## src/rtl/gnr_ctrl_pkg.sv

```systemverilog
// Shared types and helpers for the GNR attractor controller.
// FSM state encoding, default counter width and a saturating increment.
package gnr_ctrl_pkg;

   typedef enum logic [2:0] {
      S_IDLE,
      S_LOAD,
      S_FIND,
      S_PERIOD,
      S_DONE
   } gnr_state_e;

   localparam int GNR_CNT_W = 32;

   // Counters stick at their maximum instead of wrapping back to zero.
   function automatic logic [63:0] sat_inc(input logic [63:0] v, input logic [63:0] max_v);
      return (v >= max_v) ? v : v + 64'd1;
   endfunction

endpackage

```

## src/rtl/gnr_state_cmp.sv

```systemverilog
// Wide equality compare of the slow and fast node-array state vectors.
module gnr_state_cmp #(
   parameter int N_NODES = 188
) (
   input  logic [N_NODES-1:0] net_s0,
   input  logic [N_NODES-1:0] net_s1,
   output logic               states_eq
);

   assign states_eq = (net_s0 == net_s1);

endmodule

```

## src/rtl/gnr_attractor_ctrl.sv

```systemverilog
// Floyd cycle-detection sequencer for a GNR node array (load, find, period, done).
// Optional step budget enabled by defining GNR_TIMEOUT_EN.
module gnr_attractor_ctrl
   import gnr_ctrl_pkg::*;
#(
   parameter int N_NODES   = 188,
   parameter int CNT_W     = GNR_CNT_W,
   parameter int MAX_STEPS = 2**20
) (
   input  logic               clk,
   input  logic               rst,
   input  logic               init_valid,
   output logic               init_ready,
   input  logic [N_NODES-1:0] init_data,
   output logic               reset_nos,
   output logic [N_NODES-1:0] init_state,
   output logic               start_s0,
   output logic               start_s1,
   input  logic [N_NODES-1:0] net_s0,
   input  logic [N_NODES-1:0] net_s1,
   output logic               res_valid,
   input  logic               res_ready,
   output logic [CNT_W-1:0]   res_detect,
   output logic [CNT_W-1:0]   res_period,
   output logic [N_NODES-1:0] res_state,
   output logic               res_timeout,
   output logic               busy
);

   localparam logic [63:0] CNT_MAX = (CNT_W >= 64) ? {64{1'b1}} : ((64'd1 << CNT_W) - 64'd1);

   gnr_state_e         state_q, state_d;
   logic [N_NODES-1:0] data_q, data_d;
   logic [CNT_W-1:0]   steps_q, steps_d;
   logic [CNT_W-1:0]   per_q, per_d;
   logic [CNT_W-1:0]   det_q, det_d;
   logic [CNT_W-1:0]   period_q, period_d;
   logic [N_NODES-1:0] rstate_q, rstate_d;
   logic               states_eq;

   gnr_state_cmp #(.N_NODES(N_NODES)) u_cmp (
      .net_s0    (net_s0),
      .net_s1    (net_s1),
      .states_eq (states_eq)
   );

`ifdef GNR_TIMEOUT_EN
   localparam logic [CNT_W:0] BUDGET = (CNT_W+1)'(MAX_STEPS);
   logic             tout_q, tout_d;
   logic [CNT_W:0]   total_pulses;
   logic             budget_hit;
   assign total_pulses = {1'b0, steps_q} + {1'b0, per_q};
   assign budget_hit   = (total_pulses >= BUDGET);
   assign res_timeout  = tout_q;
`else
   assign res_timeout  = 1'b0;
`endif

   always_ff @(posedge clk or posedge rst) begin
      if (rst) begin
         state_q  <= S_IDLE;
         data_q   <= '0;
         steps_q  <= '0;
         per_q    <= '0;
         det_q    <= '0;
         period_q <= '0;
         rstate_q <= '0;
`ifdef GNR_TIMEOUT_EN
         tout_q   <= 1'b0;
`endif
      end else begin
         state_q  <= state_d;
         data_q   <= data_d;
         steps_q  <= steps_d;
         per_q    <= per_d;
         det_q    <= det_d;
         period_q <= period_d;
         rstate_q <= rstate_d;
`ifdef GNR_TIMEOUT_EN
         tout_q   <= tout_d;
`endif
      end
   end

   // The match decision and the start pulses come from the same cycle's compare.
   always_comb begin
      state_d    = state_q;
      data_d     = data_q;
      steps_d    = steps_q;
      per_d      = per_q;
      det_d      = det_q;
      period_d   = period_q;
      rstate_d   = rstate_q;
`ifdef GNR_TIMEOUT_EN
      tout_d     = tout_q;
`endif
      init_ready = 1'b0;
      reset_nos  = 1'b0;
      init_state = '0;
      start_s0   = 1'b0;
      start_s1   = 1'b0;
      res_valid  = 1'b0;

      unique case (state_q)
         S_IDLE: begin
            init_ready = 1'b1;
            if (init_valid) begin
               data_d  = init_data;
               state_d = S_LOAD;
            end
         end
         S_LOAD: begin
            reset_nos  = 1'b1;
            init_state = data_q;
            steps_d    = '0;
            per_d      = '0;
`ifdef GNR_TIMEOUT_EN
            tout_d     = 1'b0;
`endif
            state_d    = S_FIND;
         end
         S_FIND: begin
            if (!steps_q[0] && (|steps_q[CNT_W-1:1]) && states_eq) begin
               det_d   = steps_q;
               per_d   = '0;
               state_d = S_PERIOD;
            end
`ifdef GNR_TIMEOUT_EN
            else if (budget_hit) begin
               det_d    = steps_q;
               period_d = '0;
               rstate_d = net_s1;
               tout_d   = 1'b1;
               state_d  = S_DONE;
            end
`endif
            else begin
               start_s0 = 1'b1;
               start_s1 = 1'b1;
               steps_d  = CNT_W'(sat_inc(64'(steps_q), CNT_MAX));
            end
         end
         S_PERIOD: begin
            if ((|per_q) && states_eq) begin
               period_d = per_q;
               rstate_d = net_s1;
               state_d  = S_DONE;
            end
`ifdef GNR_TIMEOUT_EN
            else if (budget_hit) begin
               det_d    = steps_q;
               period_d = '0;
               rstate_d = net_s1;
               tout_d   = 1'b1;
               state_d  = S_DONE;
            end
`endif
            else begin
               start_s1 = 1'b1;
               per_d    = CNT_W'(sat_inc(64'(per_q), CNT_MAX));
            end
         end
         S_DONE: begin
            res_valid = 1'b1;
            if (res_ready) state_d = S_IDLE;
         end
         default: state_d = S_IDLE;
      endcase
   end

   assign busy       = (state_q != S_IDLE);
   assign res_detect = det_q;
   assign res_period = period_q;
   assign res_state  = rstate_q;

endmodule

```

## config.mk

```make
export PLATFORM = sky130hd
export DESIGN_NAME = gnr_attractor_ctrl
export DESIGN_NICKNAME = d
export VERILOG_FILES = /design/src/rtl/gnr_ctrl_pkg.sv /design/src/rtl/gnr_state_cmp.sv /design/src/rtl/gnr_attractor_ctrl.sv
export SDC_FILE = /design/constraint.sdc
export NUM_CORES = 1
export LEC_CHECK = 0
export BUFFER_PORTS_ARGS = -buffer_cell sky130_fd_sc_hd__clkbuf_2
export CORE_AREA = 2 2 395 397
export CTS_CLUSTER_DIAMETER = 120
export DETAILED_ROUTE_END_ITERATION = 12
export DIE_AREA = 0 0 397 399
export SKIP_CTS_REPAIR_TIMING = 1
export SLEW_MARGIN = 0
export SYNTH_ARGS = -nofsm -noshare
export SYNTH_HDL_FRONTEND = slang
export SYNTH_SLANG_ARGS = --single-unit
```

## constraint.sdc

```tcl
create_clock -name clk -period 24.6 [get_ports clk]
set_input_delay 7.38 -clock clk [delete_from_list [all_inputs] [get_ports clk]]
set_output_delay 7.38 -clock clk [all_outputs]
set_load 0.03 [all_outputs]
```

==> metrics.csv <==
stage,metric,value,unit
clocking,htree depth,3,
yosys,largest cells by area after synthesis,"dfrtp_1 (54%), nand2_1 (11%), mux2_2 (10%)",
placed_design,number of buffers added on ports,1013,
detailed_routing,DR vias,21129,
setup_path,Worst setup SP type,input port,
detailed_routing,drt drc,0,
detailed_routing,DR pass1 iterations,5,
timing,measured slew at the worst slew-check pin,1363,ps
final_layout,Register Area,12690,um^2
clocking,number of buffers created by CTS,66,
setup_path,Critical Path Fanout Max,5,
yosys,#FFs+latches synth,507,
setup_path,CP endpoint kind,output pin,
hold_path,HP Class,register to register,
yosys,Post-synth EDFFs,0,
floorplan,die area,158400,um^2
floorplan,die width,397,um
detailed_routing,1st-iter DRT viols,1561,
grt,global-route wire length before repair,154.9,mm
grt,total track usage,13.64,%
clocking,Bufs on Longest Clock Path,3,
pwr,Leak,17.51,nW
clocking,"Clk Latency, worst-skew pair",660,ps
yosys,Synth Flop Type,dfrtp_1,
pwr,pwr/cell area,69.29,nW/um^2
clocking,CTS tree,built,
timing,Fmax,53.61,MHz
timing,Worst slew margin,8.285,%
job,max cap viols,0,
timing,Final TNS setup,0,ps
grt,remaining global-route overflow,0,
grt,vias in the first global route,20690,
setup_path,flop2flop setup slack,20520,ps
final_layout,NumNets Final,3885,
placed_design,gpl congestion,1.016,
final_layout,area growth from synthesis to layout,41.31,%
final_layout,filler instances,16894,
grt,largest net degree at the start of global routing,158,
yosys,cells after synthesis,2334,
floorplan,CORE AREA,153700,um^2
clocking,TritonCTS Sinks,507,
yosys,synthesized area per cell,10.06,um^2
yosys,area share of the largest cell type after synthesis,54.03,%
floorplan,row count,144,
yosys,post-synthesis sequential area ratio,54.03,%
timing,clock skew,24.39,ps
yosys,Synth area leader,dfrtp_1,
timing,"Hold Vio Cnt, Final",0,
yosys,yosys warns,0,
pwr,Max VDD drop,0.00005616,V
run_status,status,completed,
final_layout,post-route insts no fill,5418,
floorplan,die height,399,um
setup_path,Crit Path Class,input port to output pin,
final_layout,area of the multi-input gates,10310,um^2
placed_design,DP Cell Count,5290,
detailed_routing,via density per instance,3.900,
setup_path,Worst EP arrival,11270,ps
placed_design,Detailed Place HPWL,90.05,mm
timing,"Period Utilization, post-route",75.82,%
grt,antenna violations before repair,8,
clocking,CTS Root Cell,clkbuf_16,
final_layout,layout cell share with drive strength beyond 1,41.06,%
timing,final setup fails,0,
setup_path,worst r2r dst,per_q[6],
setup_path,Setup crit end,start_s1,
yosys,most frequent cell after synthesis,nand2_1,
yosys,Syn Nets,2905,
yosys,Post-Syn Area,23480,um^2
detailed_routing,drt total wl,113.3,mm
yosys,most frequent cells after synthesis,"nand2_1 (699), dfrtp_1 (507), mux2_2 (217)",
setup_path,worst path required time,17220,ps
yosys,Async SR Flop Fraction,100.0,%
timing,"Min Clock Period, post-route",18650,ps
timing,unrepaired setup endpoints after global routing,false,
floorplan,IO Pins,1015,
yosys,Netlist cell types,48,
detailed_routing,Detail Route Antenna Nets,0,
setup_path,worst-case reg-to-reg path depth,9,
setup_path,Crit Reg-Reg Startpoint,per_q[0],
setup_path,Worst Setup SP,net_s1[183],
clocking,clock-pin transition on the worst setup and hold timing paths,50,ps
timing,Final Max Slew Viols,0,
floorplan,Starting Density,15.28,%
detailed_routing,wire per inst,20.91,um
[worst max-delay path: stages]
cell	delay (ps)
clkbuf_2	100
xor2_1	190
nor4_1	860
nand4_1	450
nor4_2	1020
nand4_1	500
and2_1	390
nand2b_1	180
clkbuf_2	200
[kinds of logic (layout without fill, tap and decap cells)]
group | Yosys count | count (layout) | synth area share [%]
AO/OA/AOI/OAI | 151 | 151 | 3.773
XOR/XNOR | 189 | 189 | 7.050
adder cells (fa/ha/maj) | 3 | 3 | 0.1599
buffers and inverters | 136 | 1165 | 2.318
flip-flops | 507 | 507 | 54.03
multiplexers | 217 | 217 | 10.41
other | 1 | 12 | 0.01597
AND/OR/NAND/NOR | 1130 | 1130 | 22.25
[power by group]
group | internal, mW | switching, mW | total [mW]
registers | 0.891 | 0.0663 | 0.957
clock network | 0.613 | 0.421 | 1.03
logic | 0.120 | 0.188 | 0.308
[flip-flops by register name (all words and copies together) (netlist names)]
name,flops
res_detect,32
res_period,32
per_q,32
res_state,188
state_q,3
data_q,188
steps_q,32
[through the flow]
step / area (um^2) / total power, mW / utilization, % / hold slack [ps] / worst slack [ps]
2_1_floorplan: 23480 / 1.120 / - / 472.1 / 3062
3_5_place_dp: 30870 / 1.280 / 20.09 / 454.3 / 5688
3_3_place_gp: 30860 / 1.271 / 20.08 / 448.6 / 5652
5_1_grt: 33150 / 2.410 / 21.57 / 480.5 / 5756
6_report: 33180 / 2.299 / 21.59 / 462.6 / 5948
4_1_cts: 33150 / 2.339 / 21.57 / 467.0 / 5686
[layout by cell type, fill, tap and decap left out, drive strengths merged, types with 2 or more instances in the layout]
cell type and n:
mux2 217, a31oi 22, nor3 12, bufinv 7, nor2 46, dfrtp 507, nor4b 2, and3 15
nand4 26, o31ai 20, or2 2, and4 4, o21ai 83, buf 24, clkinv 17, a21oi 11
a211o 2, nand4b 3, or4 4, xor2 189, o21bai 2, nand2b 11, o41ai 8, or4b 2
inv 14, ha 3, diode 11, nor4 65, clkbuf 1103, and2 201, nand2 700, or3 7
nand3 27
[layer usage]
metal / up-vias / routed length [um] / global-route usage, %
met2: 715 / 49720 / 20.16
met3: 132 / 9079 / 4.089
met5: - / 27 / 0
met1: 10570 / 51790 / 18.96
li1: 9708 / - / -
met4: 4 / 2691 / 4.135
[how the worst min path moves through the flow]
stage,to,cells after the start,from,slack [ps]
3_3_place_gp,res_state[140],2,res_state[140],450
5_1_grt,res_state[5],2,res_state[5],480
6_report,res_state[22],2,res_state[22],460
3_5_place_dp,res_state[117],2,res_state[117],450
4_1_cts,res_state[22],2,res_state[22],470
2_1_floorplan,data_q[0],1,data_q[0],470
[area by class of cell]
type	instances	share of cell area, %
Antenna cell	11	0.08296
Clock buffer	90	5.641
Clock inverter	27	1.244
Inverter	11	0.1471
Multi-Input combinational cell	1691	31.09
Sequential cell	507	38.24
Tap cell	2044	7.708
Timing Repair Buffer	1037	15.85
Power figures use the tool's default switching activity.
